<file path="config.mk">
export PLATFORM = sky130hd
export DESIGN_NAME = usb_tx_timer
export DESIGN_NICKNAME = d
export VERILOG_FILES = /design/src/rtl/usb_tx_pkg.sv /design/src/rtl/usb_tx_flex_counter.sv /design/src/rtl/usb_tx_timer.sv
export SDC_FILE = /design/constraint.sdc
export NUM_CORES = 1
export LEC_CHECK = 0
export BUFFER_PORTS_ARGS = -buffer_cell sky130_fd_sc_hd__buf_2
export CAP_MARGIN = 30
export CORE_MARGIN = 3
export CORE_UTILIZATION = 60
export DETAILED_ROUTE_END_ITERATION = 12
export GPL_TIMING_DRIVEN = 0
export HOLD_SLACK_MARGIN = 0.02
export PLACE_DENSITY = 0.84
export SYNTH_ARGS = -nofsm -noshare
export SYNTH_HDL_FRONTEND = slang
export SYNTH_HIERARCHICAL = 1
export SYNTH_SLANG_ARGS = --single-unit
</file>
<file path="constraint.sdc">
create_clock -name clk -period 8.7 [get_ports clk]
set_input_delay 0.87 -clock clk [delete_from_list [all_inputs] [get_ports clk]]
set_output_delay 0.87 -clock clk [all_outputs]
set_load 0.02 [all_outputs]
</file>
<file path="src/rtl/usb_tx_pkg.sv">
// rtl/usb_tx_pkg.sv - shared state type and default parameters for the USB TX bit timer
package usb_tx_pkg;

  typedef enum logic {
    IDLE = 1'b0,
    RUN  = 1'b1
  } state_t;

  localparam int DEF_DIV_W         = 4;
  localparam int DEF_BYTE_W        = 7;
  localparam int DEF_BITS_PER_BYTE = 8;

endpackage

</file>
<file path="src/rtl/usb_tx_flex_counter.sv">
// rtl/usb_tx_flex_counter.sv - N-bit up counter with sync clear and programmable rollover
module usb_tx_flex_counter #(
  parameter int N = 4
) (
  input  logic         clk,
  input  logic         n_rst,
  input  logic         clear,
  input  logic         count_enable,
  input  logic [N-1:0] rollover_val,
  output logic [N-1:0] count_out
);

  logic [N-1:0] r_count;

  always_ff @(posedge clk or negedge n_rst) begin
    if (!n_rst) begin
      r_count <= '0;
    end else if (clear) begin
      r_count <= '0;
    end else if (count_enable) begin
      if (r_count == rollover_val) begin
        r_count <= '0;
      end else begin
        r_count <= r_count + 1'b1;
      end
    end
  end

  assign count_out = r_count;

endmodule

</file>
<file path="src/rtl/usb_tx_timer.sv">
// rtl/usb_tx_timer.sv - bit/byte/packet timing for a USB transmitter
module usb_tx_timer
  import usb_tx_pkg::*;
#(
  parameter int DIV_W         = DEF_DIV_W,
  parameter int BYTE_W        = DEF_BYTE_W,
  parameter int BITS_PER_BYTE = DEF_BITS_PER_BYTE
) (
  input  logic              clk,
  input  logic              n_rst,
  input  logic              clear,
  input  logic              start,
  input  logic              stall,
  input  logic [DIV_W-1:0]  clk_div,
  input  logic [BYTE_W-1:0] num_bytes,
  output logic              busy,
  output logic              bit_strobe,
  output logic              byte_done,
  output logic              packet_done,
  output logic [3:0]        bit_cnt,
  output logic [BYTE_W-1:0] byte_cnt
);

  state_t            r_state;
  state_t            w_next_state;
  logic [DIV_W-1:0]  r_clk_div;
  logic [BYTE_W-1:0] r_num_bytes;
  logic [DIV_W-1:0]  w_div_cnt;
  logic [DIV_W-1:0]  w_div_last;
  logic [3:0]        w_bit_last;
  logic [BYTE_W-1:0] w_byte_last;
  logic              w_run;
  logic              w_accept;
  logic              w_cnt_clear;

  assign w_run    = (r_state == RUN);
  assign w_accept = !w_run && start && (num_bytes != '0) && !clear;

  // Divide ratios 0 and 1 both collapse to a single-clock bit period.
  assign w_div_last  = (r_clk_div > DIV_W'(1)) ? (r_clk_div - DIV_W'(1)) : '0;
  assign w_bit_last  = 4'(BITS_PER_BYTE - 1);
  assign w_byte_last = r_num_bytes - 1'b1;

  assign busy        = w_run;
  assign bit_strobe  = w_run && (w_div_cnt == w_div_last);
  assign byte_done   = bit_strobe && !stall && (bit_cnt == w_bit_last);
  assign packet_done = byte_done && (byte_cnt == w_byte_last);

  // Counters sit at zero whenever not running, and zero on abort or packet end.
  assign w_cnt_clear = clear || !w_run || packet_done;

  always_ff @(posedge clk or negedge n_rst) begin
    if (!n_rst) begin
      r_clk_div   <= '0;
      r_num_bytes <= '0;
    end else if (w_accept) begin
      r_clk_div   <= clk_div;
      r_num_bytes <= num_bytes;
    end
  end

  always_ff @(posedge clk or negedge n_rst) begin
    if (!n_rst) begin
      r_state <= IDLE;
    end else begin
      r_state <= w_next_state;
    end
  end

  always_comb begin
    w_next_state = r_state;
    if (clear) begin
      w_next_state = IDLE;
    end else begin
      case (r_state)
        IDLE:    if (w_accept) w_next_state = RUN;
        RUN:     if (packet_done) w_next_state = IDLE;
        default: w_next_state = IDLE;
      endcase
    end
  end

  usb_tx_flex_counter #(.N(DIV_W)) u_div_cnt (
    .clk          (clk),
    .n_rst        (n_rst),
    .clear        (w_cnt_clear),
    .count_enable (w_run),
    .rollover_val (w_div_last),
    .count_out    (w_div_cnt)
  );

  usb_tx_flex_counter #(.N(4)) u_bit_cnt (
    .clk          (clk),
    .n_rst        (n_rst),
    .clear        (w_cnt_clear),
    .count_enable (bit_strobe && !stall),
    .rollover_val (w_bit_last),
    .count_out    (bit_cnt)
  );

  usb_tx_flex_counter #(.N(BYTE_W)) u_byte_cnt (
    .clk          (clk),
    .n_rst        (n_rst),
    .clear        (w_cnt_clear),
    .count_enable (byte_done),
    .rollover_val (w_byte_last),
    .count_out    (byte_cnt)
  );

endmodule
</file>
=== After elaboration in Yosys (flattened, before gate mapping) ===
Index checks and enable logic that the tools add are counted.

* Bits in writable memories: 0
* Memory bits (read-only): 0
* Memories: 0
* Bits in latches: 0
* Register bits: 27

* Bitwise logic cells: 1
* Divide/modulo/power cells: 0
* Reduce and logical (&&, ||, !) cells: 16
* Multipliers: 0
* Shift operators: 0
* Add/subtract/negate cells: 5
* Mux-type cells: 14
* Eq/ne operators: 3
* Order comparisons: 1

{| class="wikitable"
|+ Operators with widths
! operator !! count
|-
| two-way mux 4 bit || 7
|-
| two-way mux 7 bit || 3
|-
| adder 4 x 1 -> 4 bit (second input constant) || 2
|-
| adder 7 x 1 -> 7 bit (second input constant) || 1
|-
| == test 7 bit || 1
|-
| logical AND 1 bit || 7
|-
| nonzero test 7 bit || 1
|-
| subtractor 7 x 1 -> 7 bit (second input constant) || 1
|-
| nonzero test 2 bit || 3
|-
| == test 4 x 3 -> 1 bit (second input constant) || 1
|-
| == test 4 bit || 1
|-
| greater-than comparator 4 x 1 -> 1 bit (second input constant) || 1
|-
| subtractor 4 x 1 -> 4 bit (second input constant) || 1
|-
| logical NOT 1 bit || 3
|-
| two-way mux 1 bit || 3
|-
| logical OR 1 bit || 2
|-
| one-hot mux 1 bit (2 select lines) || 1
|-
| NOT 1 bit || 1
|}

=== Longest topological paths before layout ===
* Word-level depth: 10
* Gate-level depth with buffers: 11
* Gate-level depth less buffers: 11

=== Modules after synthesis ===
Netlist, hierarchy kept.

{| class="wikitable"
|+ By module, submodules not included
! module !! seq. area each (um^2) !! area each (um^2) !! instances !! cells an instance
|-
| usb_tx_timer || 300.3 || 910.9 || 1 || 100
|-
| usb_tx_flex_counter (u_bit_cnt ...) || 100.1 || 276.5 || 2 || 27
|-
| usb_tx_flex_counter (u_byte_cnt) || 175.2 || 467.9 || 1 || 48
|}

=== Worst setup path before layout ===
No wires, ideal clock.

* Path type: register to register
* Start point: register r_clk_div[0]
* End point: register u_byte_cnt.r_count[6] (netlist: u_byte_cnt/count_out[6])
* Stages on the path, launching flop included: 12
* Slack: 5155 ps
* Data required time: 8573 ps
* Setup time: 127 ps
* Data arrival time: 3418 ps
* Period minus slack after synthesis: 3545 ps
* Path through: dfrtp_1 inv_1 ha_1 or2_2 a21oi_1 mux2i_1 nand4_2 o31ai_1 o2111ai_1 nor2_1 xnor2_1 nor2_1

* Cells in the longest elaborated chain, start to end: 9
* Elaborated cells between the ends (all ways): 11
* Classes of those cells: 1 x add/sub; 1 x order compare; 1 x eq/ne; 2 x mux; 6 x reduce/logical

{| class="wikitable"
|+ RTL lines
! what !! line !! source
|-
| from (decl) || usb_tx_timer.sv:26 || <nowiki>logic [DIV_W-1:0] r_clk_div;</nowiki>
|-
| from (signal assigned) || usb_tx_timer.sv:57 || <nowiki>r_clk_div <= clk_div;</nowiki>
|-
| subtractor 4 x 1 -> 4 bit / greater-than comparator 4 x 1 -> 1 bit (equally long branches) || usb_tx_timer.sv:40 || <nowiki>assign w_div_last = (r_clk_div > DIV_W'(1)) ? (r_clk_div - DIV_W'(1)) : '0;</nowiki>
|-
| two-way mux 4 bit * || usb_tx_timer.sv:40 ||
|-
| via w_div_last[0] || usb_tx_timer.sv:29 || <nowiki>logic [DIV_W-1:0] w_div_last;</nowiki>
|-
| == test 4 bit * || usb_tx_timer.sv:45 || <nowiki>assign bit_strobe = w_run && (w_div_cnt == w_div_last);</nowiki>
|-
| logical AND 1 bit * || usb_tx_timer.sv:45 ||
|-
| logical AND 1 bit * (2 in series) || usb_tx_timer.sv:46 || <nowiki>assign byte_done = bit_strobe && !stall && (bit_cnt == w_bit_last);</nowiki>
|-
| logical AND 1 bit * || usb_tx_timer.sv:47 || <nowiki>assign packet_done = byte_done && (byte_cnt == w_byte_last);</nowiki>
|-
| logical OR 1 bit * || usb_tx_timer.sv:50 || <nowiki>assign w_cnt_clear = clear || !w_run || packet_done;</nowiki>
|-
| via w_cnt_clear || usb_tx_timer.sv:34 || <nowiki>logic w_cnt_clear;</nowiki>
|-
| two-way mux 7 bit / nonzero test 2 bit (equally long branches) || -- ||
|-
| to (signal assigned) || usb_tx_flex_counter.sv:24 || <nowiki>r_count <= r_count + 1'b1;</nowiki>
|-
| to (decl) || usb_tx_flex_counter.sv:13 || <nowiki>logic [N-1:0] r_count;</nowiki>
|}

Mark *: on every way through the listed nets, which the timed path passes. The rest lies on a longest branch.
A chain may end at the register's enable or synchronous reset.

=== Worst setup path in the final report ===
* Start point: register r_clk_div[0]
* End point: output byte_done

* Cells in the longest elaborated chain, start to end: 6
* Elaborated cells between the ends (all ways): 7
* Classes of those cells: 1 x add/sub; 1 x order compare; 1 x eq/ne; 1 x mux; 3 x reduce/logical

{| class="wikitable"
|+ RTL lines
! what !! line !! source
|-
| subtractor 4 x 1 -> 4 bit / greater-than comparator 4 x 1 -> 1 bit (equally long branches) || usb_tx_timer.sv:40 ||
|-
| two-way mux 4 bit * || usb_tx_timer.sv:40 ||
|-
| via w_div_last[0] || usb_tx_timer.sv:29 ||
|-
| == test 4 bit * || usb_tx_timer.sv:45 ||
|-
| logical AND 1 bit * || usb_tx_timer.sv:45 ||
|-
| logical AND 1 bit * (2 in series) || usb_tx_timer.sv:46 ||
|-
| to (decl) || usb_tx_timer.sv:18 || <nowiki>output logic byte_done,</nowiki>
|}

Marked as above.

==> impl_results.md <==
- Final-stage net count: 262
- WS Path Type: flop to output port
- Final Hold Viols: 0
- Seq pwr share: 45.3%
- I/O pins: 31
- Root Driver: clkbuf_4
- DRC Markers: 0
- Capturing point of the worst reg2reg path: u_byte_cnt/count_out[6]
- Core area: 2900 sq um
- Clk Latency, worst-skew pair: 0.34 ns
- Total track usage: 21.5%
- Via count: 1,561
- Initial antenna violation count: 0
- Clock share of power: 17.3%
- Critical Path Start: r_clk_div[0]
- Startpoint types: flop
- Initial drt markers: 111
- TritonCTS clock tree: done
- WL per Instance: 13.5 um
- Internal power: 0.214 mW
- FF-to-FF Start: r_clk_div[0]
- Share of layout cells above drive strength 1: 27.2%
- Core Rows: 19
- RSZ-0062 raised after global routing: false
- Register area share after synthesis: 35.0%
- Die area: 3940 sq um
- DRT Pass-1 Iters: 4
- Routed wire length: 3.80 mm
- Syn Inst Count: 202
- Worst-path clk slew: 0.17 ns
- Fin crit period: 3.58 ns
- Final WS setup: 5.12 ns
- Fmax: 0.279 GHz
- Switching part of the total: 36.9%
- CTS Hold Bufs: 0
- Ys flop type: dfrtp_1
- Layout area overhead: 13.3%
- Max VDD drop: 0.117 mV
- Post-CTS sizing: 0
- Worst-margin pin slew: 0.698 ns
- Ant diodes: 0
- Clk_skew: 0.0191 ns
- Synth Warn #: 6
- Final setup viols: 0
- Fillers: 242
- Outcome: complete, no violations
- Period utilization: 41.2%
- Routability cong.: 0.814
- CP Data Arrival Time: 2.71 ns
- CP Capture Type: output port
- Die Wd: 62.7 um
- Port bufs: 30
- Die Y: 62.7 um
- EDFF count, synth: 0
- Worst Path Max Fanout: 6
- H-tree levels: 1
- Max Root-Sink Buffers: 2
- P_sw: 0.125 mW
- Tightest Hold Check Type: primary input to asynchronous set/reset pin
- Post-synthesis register bit count: 27
- Final ANT Viol Nets: 0
- DP HPWL: 2.98 mm
- CP required: 7.83 ns
- Total congestion overflow: 0
- Pwr per Cell Area: 155 nW/um^2
- Vias in the first global route: 1,569
- Pins over their slew limit: 0
- DR vias/cell: 5.56
- Worst R2R Setup Slack: 5.35 ns
- Max-cap violations: 0
- CTS buffer count: 3
- Mapped Avg Cell Area: 9.56 sq um
- Leakage: 0.996 nW
- Relative slew slack: 53.2%
- Comb power frac: 37.4%
- CTS sink cnt: 27
- Cell variety after synth: 45
- Dpl ws: 5.40 ns
- Setup TNS: 0 ns
- Reg2reg path depth: 12
- Syn Std Cell Area: 1930 sq um
- Setup Buffers After CTS: 0
- First-pass GRT wire length: 6.94 mm
- Initial Util: 66.6%
- FFs w/ async S/R, synth: 100%
- Largest net degree at the start of global routing: 28
==> cell usage after synthesis, types with 2 or more instances <==
| library cell | count | area share (%) |
|---|---|---|
| nand2b_1 | 4 | 1.3 |
| mux2_2 | 8 | 4.7 |
| o21ai_0 | 7 | 1.8 |
| nand3_1 | 3 | 0.78 |
| nor2_1 | 15 | 2.9 |
| nor4_2 | 2 | 1.3 |
| xor2_1 | 15 | 6.8 |
| and3_1 | 2 | 0.65 |
| dfrtp_1 | 27 | 35 |
| mux2i_1 | 5 | 2.6 |
| a2111oi_2 | 2 | 1.6 |
| o21ai_1 | 2 | 0.52 |
| or2b_1 | 2 | 0.78 |
| nor2b_1 | 3 | 0.97 |
| a21oi_1 | 4 | 1.0 |
| nand4_2 | 2 | 1.3 |
| conb_1 | 2 | 0.39 |
| ha_1 | 6 | 3.9 |
| xnor2_1 | 19 | 8.6 |
| inv_1 | 18 | 3.5 |
| buf_4 | 2 | 0.78 |
| nor3_1 | 6 | 1.6 |
| nand3b_1 | 2 | 0.78 |
| nand2_1 | 19 | 3.7 |
| o22ai_1 | 2 | 0.65 |
| o32ai_1 | 4 | 1.8 |
==> layout make-up <==
type / instances / area [sq um] / share of cell area [%]
multi-input combinational: 156 / 1180 / 53.9
sequential: 27 / 676 / 30.9
timing repair buffer: 31 / 161 / 7.37
inverter: 18 / 67.6 / 3.09
tap: 42 / 52.6 / 2.40
clock buffer: 3 / 22.5 / 1.03
buffer: 3 / 20.0 / 0.914
clock inverter: 1 / 8.76 / 0.400
==> how the worst max path moves through the flow <==
stage	slack [ns]	cells past startpoint	to
final	5.12	8	byte_done
after global routing	4.80	8	byte_done
after CTS	5.11	8	byte_done
after detailed placement	5.40	12	u_byte_cnt/count_out[6]
after global placement	4.47	7	u_byte_cnt/count_out[6]
after floorplan	5.15	11	u_byte_cnt/count_out[6]
==> layer usage <==
layer / global-route usage [%] / vias to the layer above / wire length (um)
li1: - / 764 / -
met1: 27.1 / 756 / 1680
met2: 38.6 / 37 / 1950
met3: 2.70 / 4 / 136
met4: 5.79 / 0 / 34
met5: 0 / - / 0
==> through the flow <==
| stage | utilization [%] | cell area (sq um) | std cells | hold slack [ns] | power [mW] |
|---|---|---|---|---|---|
| 2_1_floorplan | - | 1940 | 204 | 0.541 | 0.255 |
| 3_3_place_gp | 73.9 | 2140 | 276 | 0.567 | 0.276 |
| 3_5_place_dp | 74.4 | 2160 | 277 | 0.586 | 0.283 |
| 4_1_cts | 75.5 | 2190 | 281 | 0.524 | 0.340 |
| 5_1_grt | 75.5 | 2190 | 281 | 0.519 | 0.363 |
| 6_report | 75.5 | 2190 | 281 | 0.505 | 0.339 |
==> critical path, cell delays in order (launching register included) <==
cell and delay (ns):
dfrtp_1 0.43, inv_1 0.08, ha_1 0.23, or2_2 0.31, a21oi_1 0.24, mux2i_1 0.25
nand4_2 0.22, nor2_1 0.36, buf_2 0.24
==> kinds of logic (layout without fill, tap and decap cells) <==
kind of cell	after synthesis	count (layout)	synth area share [%]
AO/OA/AOI/OAI	29	29	12.3
XOR/XNOR	34	34	15.4
adder cells (fa/ha/maj)	6	6	3.89
buffers and inverters	21	56	4.53
flip-flops	27	27	35.0
multiplexers	13	13	7.25
other	2	4	0.389
AND/OR/NAND/NOR	70	70	21.2
==> state kept, by name, indices dropped and copies added, names as in the netlist <==
name and count:
r_clk_div 4, r_num_bytes 7, u_div_cnt/count_out 4, busy 1, u_bit_cnt/count_out 4, u_byte_cnt/count_out 7
==> power by group through the flow <==
stage / clock [mW] / combinational (mW) / sequential, mW
finish: 0.0586 / 0.127 / 0.153
detailed placement: 0 / 0.127 / 0.156
CTS: 0.0594 / 0.128 / 0.153
floorplan: 0 / 0.102 / 0.152
global route: 0.0666 / 0.141 / 0.155
global placement: 0 / 0.121 / 0.155
==> placed cells by master, fill, tap and decap left out, types with 6 or more instances in the layout <==
master	instances
mux2_2	8
nand2_1	19
xor2_1	15
nor3_1	6
nor2_1	15
xnor2_1	19
ha_1	6
dfrtp_1	27
buf_2	31
o21ai_0	7
inv_1	18
(Power assumes the default switching activity.)
